File: src/rtl/instr_fetch_if.sv
// Fetch-stage bus bundle: instruction-memory read channel, core redirect,
// and the instruction hand-off to the core.
interface instr_fetch_if;
    logic        imem_req;
    logic [31:0] imem_addr;
    logic        imem_ack;
    logic [31:0] imem_rdata;
    logic        redirect_valid;
    logic [31:0] redirect_pc;
    logic        instr_valid;
    logic [31:0] instr;
    logic [31:0] instr_pc;
    logic        instr_ready;

    modport master (
        output imem_req, imem_addr,
        input  imem_ack, imem_rdata,
        input  redirect_valid, redirect_pc,
        output instr_valid, instr, instr_pc,
        input  instr_ready
    );

    modport slave (
        input  imem_req, imem_addr,
        output imem_ack, imem_rdata,
        output redirect_valid, redirect_pc,
        input  instr_valid, instr, instr_pc,
        output instr_ready
    );
endinterface

File: src/rtl/instr_fetch_unit.sv
// Fetch stage: owns the PC, reads instruction memory over req/ack and buffers
// returned words in a small FIFO in front of the core. Redirects flush and restart.
//
// state | meaning
// IDLE  | may issue a read at pc when a buffer slot is free
// WAIT  | read outstanding, address held until ack
// DROP  | read outstanding but redirected; its data is discarded on ack
module instr_fetch_unit #(
    parameter logic [31:0] RESET_PC = 32'h0000_0000,
    parameter int unsigned DEPTH    = 2
) (
    input logic            clk,
    input logic            reset,
    instr_fetch_if.master  bus
);
    localparam int unsigned PW = $clog2(DEPTH);
    localparam int unsigned CW = PW + 1;
    localparam logic [CW-1:0] FULL = CW'(DEPTH);

    typedef enum logic [1:0] {IDLE, WAIT, DROP} state_t;

    state_t        state;
    logic [31:0]   pc;
    logic [31:0]   held_addr;
    logic [31:0]   addr;
    logic [CW-1:0] count;
    logic [PW-1:0] rd_ptr;
    logic [PW-1:0] wr_ptr;
    logic [31:0]   buf_instr [DEPTH];
    logic [31:0]   buf_pc    [DEPTH];
    logic          req;
    logic          ack;
    logic          push;
    logic          pop;
    logic          nonempty;

    always_comb begin
        req = 1'b0;
        case (state)
            IDLE:       req = (count < FULL) & ~bus.redirect_valid;
            WAIT, DROP: req = 1'b1;
            default:    req = 1'b0;
        endcase
        if (reset) req = 1'b0;
    end

    // In WAIT held_addr equals pc; in DROP pc already points at the redirect target.
    assign addr     = (state == IDLE) ? pc : held_addr;
    assign ack      = req & bus.imem_ack;
    assign push     = ack & ~bus.redirect_valid & (state != DROP);
    assign nonempty = (count != '0);
    assign pop      = bus.instr_valid & bus.instr_ready;

    assign bus.imem_req    = req;
    assign bus.imem_addr   = addr;
    assign bus.instr_valid = ~reset & nonempty & ~bus.redirect_valid;
    assign bus.instr       = nonempty ? buf_instr[rd_ptr] : 32'h0;
    assign bus.instr_pc    = nonempty ? buf_pc[rd_ptr]    : 32'h0;

    always_ff @(posedge clk) begin
        if (reset) begin
            state     <= IDLE;
            pc        <= RESET_PC;
            held_addr <= RESET_PC;
        end else if (bus.redirect_valid) begin
            pc <= {bus.redirect_pc[31:2], 2'b00};
            case (state)
                WAIT, DROP: state <= ack ? IDLE : DROP;
                default:    state <= IDLE;
            endcase
        end else begin
            case (state)
                IDLE: begin
                    if (req) begin
                        held_addr <= pc;
                        if (ack) pc <= pc + 32'd4;
                        else     state <= WAIT;
                    end
                end
                WAIT: begin
                    if (ack) begin
                        pc    <= pc + 32'd4;
                        state <= IDLE;
                    end
                end
                DROP: begin
                    if (ack) state <= IDLE;
                end
                default: state <= IDLE;
            endcase
        end
    end

    always_ff @(posedge clk) begin
        if (reset || bus.redirect_valid) begin
            count  <= '0;
            rd_ptr <= '0;
            wr_ptr <= '0;
        end else begin
            if (push) wr_ptr <= wr_ptr + PW'(1);
            if (pop)  rd_ptr <= rd_ptr + PW'(1);
            case ({push, pop})
                2'b10:   count <= count + CW'(1);
                2'b01:   count <= count - CW'(1);
                default: count <= count;
            endcase
        end
    end

    // Buffer storage carries no reset; count gates what is visible.
    always_ff @(posedge clk) begin
        if (push) begin
            buf_instr[wr_ptr] <= bus.imem_rdata;
            buf_pc[wr_ptr]    <= addr;
        end
    end
endmodule

File: src/flat_wrapper.sv
// flat-port wrapper written by rule: the top's interface ports become plain ports
module instr_fetch_unit_flat 
#(
    parameter logic [31:0] RESET_PC = 32'h0000_0000,
    parameter int unsigned DEPTH    = 2
)
  (clk, reset, bus_imem_req, bus_imem_addr, bus_imem_ack, bus_imem_rdata, bus_redirect_valid, bus_redirect_pc, bus_instr_valid, bus_instr, bus_instr_pc, bus_instr_ready);
  instr_fetch_if bus_i ();
  input logic clk;
  input logic reset;
  output wire logic [$bits(bus_i.imem_req)-1:0] bus_imem_req;
  output wire logic [$bits(bus_i.imem_addr)-1:0] bus_imem_addr;
  input wire logic [$bits(bus_i.imem_ack)-1:0] bus_imem_ack;
  input wire logic [$bits(bus_i.imem_rdata)-1:0] bus_imem_rdata;
  input wire logic [$bits(bus_i.redirect_valid)-1:0] bus_redirect_valid;
  input wire logic [$bits(bus_i.redirect_pc)-1:0] bus_redirect_pc;
  output wire logic [$bits(bus_i.instr_valid)-1:0] bus_instr_valid;
  output wire logic [$bits(bus_i.instr)-1:0] bus_instr;
  output wire logic [$bits(bus_i.instr_pc)-1:0] bus_instr_pc;
  input wire logic [$bits(bus_i.instr_ready)-1:0] bus_instr_ready;
  assign bus_imem_req = bus_i.imem_req;
  assign bus_imem_addr = bus_i.imem_addr;
  assign bus_i.imem_ack = bus_imem_ack;
  assign bus_i.imem_rdata = bus_imem_rdata;
  assign bus_i.redirect_valid = bus_redirect_valid;
  assign bus_i.redirect_pc = bus_redirect_pc;
  assign bus_instr_valid = bus_i.instr_valid;
  assign bus_instr = bus_i.instr;
  assign bus_instr_pc = bus_i.instr_pc;
  assign bus_i.instr_ready = bus_instr_ready;
  instr_fetch_unit #(.RESET_PC(RESET_PC), .DEPTH(DEPTH)) u_core (.clk(clk), .reset(reset), .bus(bus_i));
endmodule
File: config.mk
export PLATFORM = sky130hd
export DESIGN_NAME = instr_fetch_unit_flat
export DESIGN_NICKNAME = d
export VERILOG_FILES = /design/src/rtl/instr_fetch_if.sv /design/src/rtl/instr_fetch_unit.sv /design/src/flat_wrapper.sv
export SDC_FILE = /design/constraint.sdc
export NUM_CORES = 1
export LEC_CHECK = 0
export CORE_MARGIN = 2
export CORE_UTILIZATION = 30
export DETAILED_ROUTE_END_ITERATION = 12
export GPL_ROUTABILITY_DRIVEN = 0
export SYNTH_ARGS = -nofsm -noshare
export SYNTH_HDL_FRONTEND = slang
export SYNTH_SLANG_ARGS = --single-unit
File: constraint.sdc
create_clock -name clk -period 6.14 [get_ports clk]
set_clock_uncertainty 0.05 [all_clocks]
set_input_delay 0.614 -clock clk [delete_from_list [all_inputs] [get_ports clk]]
set_output_delay 0.614 -clock clk [all_outputs]
set_load 0.02 [all_outputs]
==> run_results.csv <==
group,metric,value,unit
layout,nFillCells,2588,
power,internal_power,2060,µW
global_routing,antenna_found_initial,1,
run_status,status,"finished, final reports clean",
drt,drt_iter0_markers,289,
timing,relSlewSlack,25.2,%
power,vdd_ir_drop_max,0.000140,V
global_routing,grt_max_degree,64,
place,dp_hpwl,12700,µm
timing,worstMarginPinSlew,1.12,ns
critical_path,max_stage_delay,0.81,ns
drt,via_per_inst,4.65,
yosys,yosysSeqAreaShare,61.0,%
critical_path,crit_arrival,3.02,ns
drt,ant_nets,0,
power,p_seq_share,52.3,%
drt,wl_per_cell,16.3,µm
min_path,min_path_cells,2,
critical_path,crit_slowest_cell,"clkdlybuf4s50_1",
critical_path,endpoint_kind,"output port",
yosys,ys.warnings.count,0,
clocking,cts_tree,"yes",
timing,drv_slew,0,
power,pwr-share-comb,9.6,%
critical_path,crit_top_cell,"clkdlybuf4s50_1",
layout,nets,912,
critical_path,critical_path.max_fanout,12,
critical_path,start_kind,"input port",
global_routing,grt_pass1_vias,5451,
global_routing,grt_pass1_wl,30100,µm
critical_path,critPathTopFamily,"buffers and inverters",
power,switchingPower,684,µW
critical_path,cp.required,5.48,ns
yosys,synthArstFlopShare,0,%
die,rows,60,
timing,setup_viol,0,
clocking,postCtsHoldBufs,0,
critical_path,crit_chain,"clkdlybuf4s50_1, nor3b_4, o21ai_0, inv_1, clkdlybuf4s50_1",
die,die-area,0.0290,mm²
timing,finalCritPeriodShare,60.0,%
timing,tns,0,ns
run,cap_violations,0,
drt,drc,0,
clocking,post_cts_buffers,0,
yosys,synth_edf_count,124,
global_routing,grtUsageTotal,13.6,%
die,die_h,170,µm
clocking,clock_latency,0.43,ns
layout,syn2layout_area_growth,30.1,%
drt,drt_pass1_iterations,4,
clocking,cts_resized,0,
layout,drive_gt1_share,10.1,%
power,powerDensity,255,mW/mm²
die,start_util,30.7,%
yosys,syn_inst,696,
timing,period_needed,3.68,ns
clocking,cts_sinks,191,
clocking,clock_path_buffers,2,
min_path,worstHoldStart,"u_core.held_addr[11]$_SDFFE_PP0P_",
place,io_buffers,160,
critical_path,r2r_slack,3.08,ns
min_path,hold_end,"u_core.held_addr[11]$_SDFFE_PP0P_",
critical_path,crit_buf_inv,3,
die,die_width,170,µm
timing,hold_viol,0,
drt,vias,5548,
die,core-area,0.0270,mm²
layout,utilization,39.9,%
clocking,root_buffer,"clkbuf_16",
critical_path,reg2reg_from,"u_core.state[1]$_SDFFE_PP0P_",
global_routing,grt_overflow,0,
yosys,ys_seq_elements,191,
clocking,cts_buffers,17,
min_path,hold_class,"reg -> reg",
power,p_sw_share,24.9,%
critical_path,timing.rr.end,"u_core.buf_pc[0][20]$_DFFE_PP_",
clocking,path_clk_slew,0.07,ns
power,power_leakage,0.00343,µW
yosys,ys_types,46,
drt,wirelength,19400,µm
yosys,syn-cell-area,0.00830,mm²
timing,rsz0062_at_grt,"false",
critical_path,r2r_cells,7,
timing,fmax,272,MHz
critical_path,path_class,"in -> out",
yosys,avgSynthCellArea,11.9,µm²
die,io_pins,167,
clocking,htree_levels,4,
yosys,synthFlopType,"edfxtp_1",
power,power_frac_clock,38.1,%
[routing by layer]
| layer | wire (µm) | GRT usage (%) | part of all wire, % |
|---|---|---|---|
| met1 | 8930 | 17.5 | 46 |
| met2 | 9330 | 22.5 | 48 |
| met3 | 954 | 3.23 | 4.9 |
| met4 | 242 | 4.53 | 1.2 |
| met5 | 0 | 0 | 0 |
[how the worst max path moves through the flow]
stage	cells after the start	endpoint	slack, ns	startpoint
after global routing	5	bus_imem_req	2.33	bus_redirect_valid
after global placement	7	u_core.buf_pc[1][28]$_DFFE_PP_	2.24	bus_redirect_valid
final	5	bus_imem_req	2.46	bus_redirect_valid
after CTS	5	bus_imem_req	2.46	bus_redirect_valid
after detailed placement	7	u_core.buf_pc[0][23]$_DFFE_PP_	2.24	bus_redirect_valid
after floorplan	6	u_core.buf_instr[0][0]$_DFFE_PP_	1.35	reset
[Yosys cell counts, drive strengths merged (15+ instances only)]
cell,instances,share of area [%]
mux2,30,4.1
nand2,50,2.3
dfxtp,67,16
buf,15,0.98
clkbuf,32,1.4
xnor2,15,1.6
o21ai,35,2.1
a211oi,24,2.2
edfxtp,124,45
mux2i,62,7.5
nand2b,30,2.3
nor2,98,4.5
[power groups by stage]
stage	Clock, µW	Sequential, µW	Combinational (µW)
4_1_cts	1080	1440	268
5_1_grt	1130	1440	287
3_5_place_dp	0	1470	266
6_report	1050	1440	264
2_1_floorplan	0	1460	150
3_3_place_gp	0	1460	264
[logic make-up after synthesis]
group           count (synthesis)  share of synthesized area [%]
flops                         191                           61.0
xor+xnor                       28                           2.96
simple gates                  236                           14.0
other cells                     1                         0.0452
mux                            92                           11.6
compound gates                 83                           6.50
buf+inv                        59                           2.97
fa+ha+maj                       6                          0.905
[layout by cell type (no fill, tap or decap), types with 6 or more instances in the layout]
cell type,netlist,routed
clkdlybuf4s50_1,0,159
nand2_1,50,50
a21oi_1,8,8
inv_1,11,11
mux2i_1,62,62
and4_1,6,6
a211oi_1,24,24
dfxtp_1,67,66
o21ai_0,35,35
mux2_2,30,30
xnor2_1,15,15
edfxtp_1,124,124
clkbuf_16,0,17
nand4_1,9,9
nand2b_1,30,30
nand3_1,13,13
inv_6,0,6
nor3_1,7,7
xor2_1,13,13
ha_1,6,6
nor2_1,97,93
[final cells by class]
cell class,count,area (µm²),share of cell area [%]
Tap cell,341,427,3.95
Sequential cell,191,5070,47.0
Clock inverter,15,129,1.19
Clock buffer,17,425,3.94
Inverter,12,45.0,0.417
Antenna cell,1,2.50,0.0232
Timing Repair Buffer,166,1670,15.4
Multi-Input combinational cell,449,3030,28.1
[stage by stage]
step,setup WS (ns),hold slack [ns],cells,total power (µW),area (µm²)
floorplan,1.35,0.397,699,1610,8310
global placement,2.24,0.407,1159,1730,10200
CTS,2.46,0.427,1191,2780,10800
finish,2.46,0.422,1192,2750,10800
global route,2.33,0.443,1192,2860,10800
detailed placement,2.24,0.412,1159,1730,10200
[sequential cells by signal (all words and copies together), names as in the netlist, named ones only]
signal,cells
u_core.buf_instr,64
u_core.pc,30
u_core.held_addr,30
u_core.rd_ptr,1
u_core.state,2
u_core.count,2
u_core.wr_ptr,1
u_core.buf_pc,60
[tightest hold or removal path, delay by kind of cell, from the launching register on]
| family | cells | cell delay, ns |
|---|---|---|
| flip-flops | 1 | 0.31 |
| AND/OR/NAND/NOR | 1 | 0.06 |
| AO/OA/AOI/OAI | 1 | 0.06 |
Note: power is estimated with default switching activity, not from simulation.
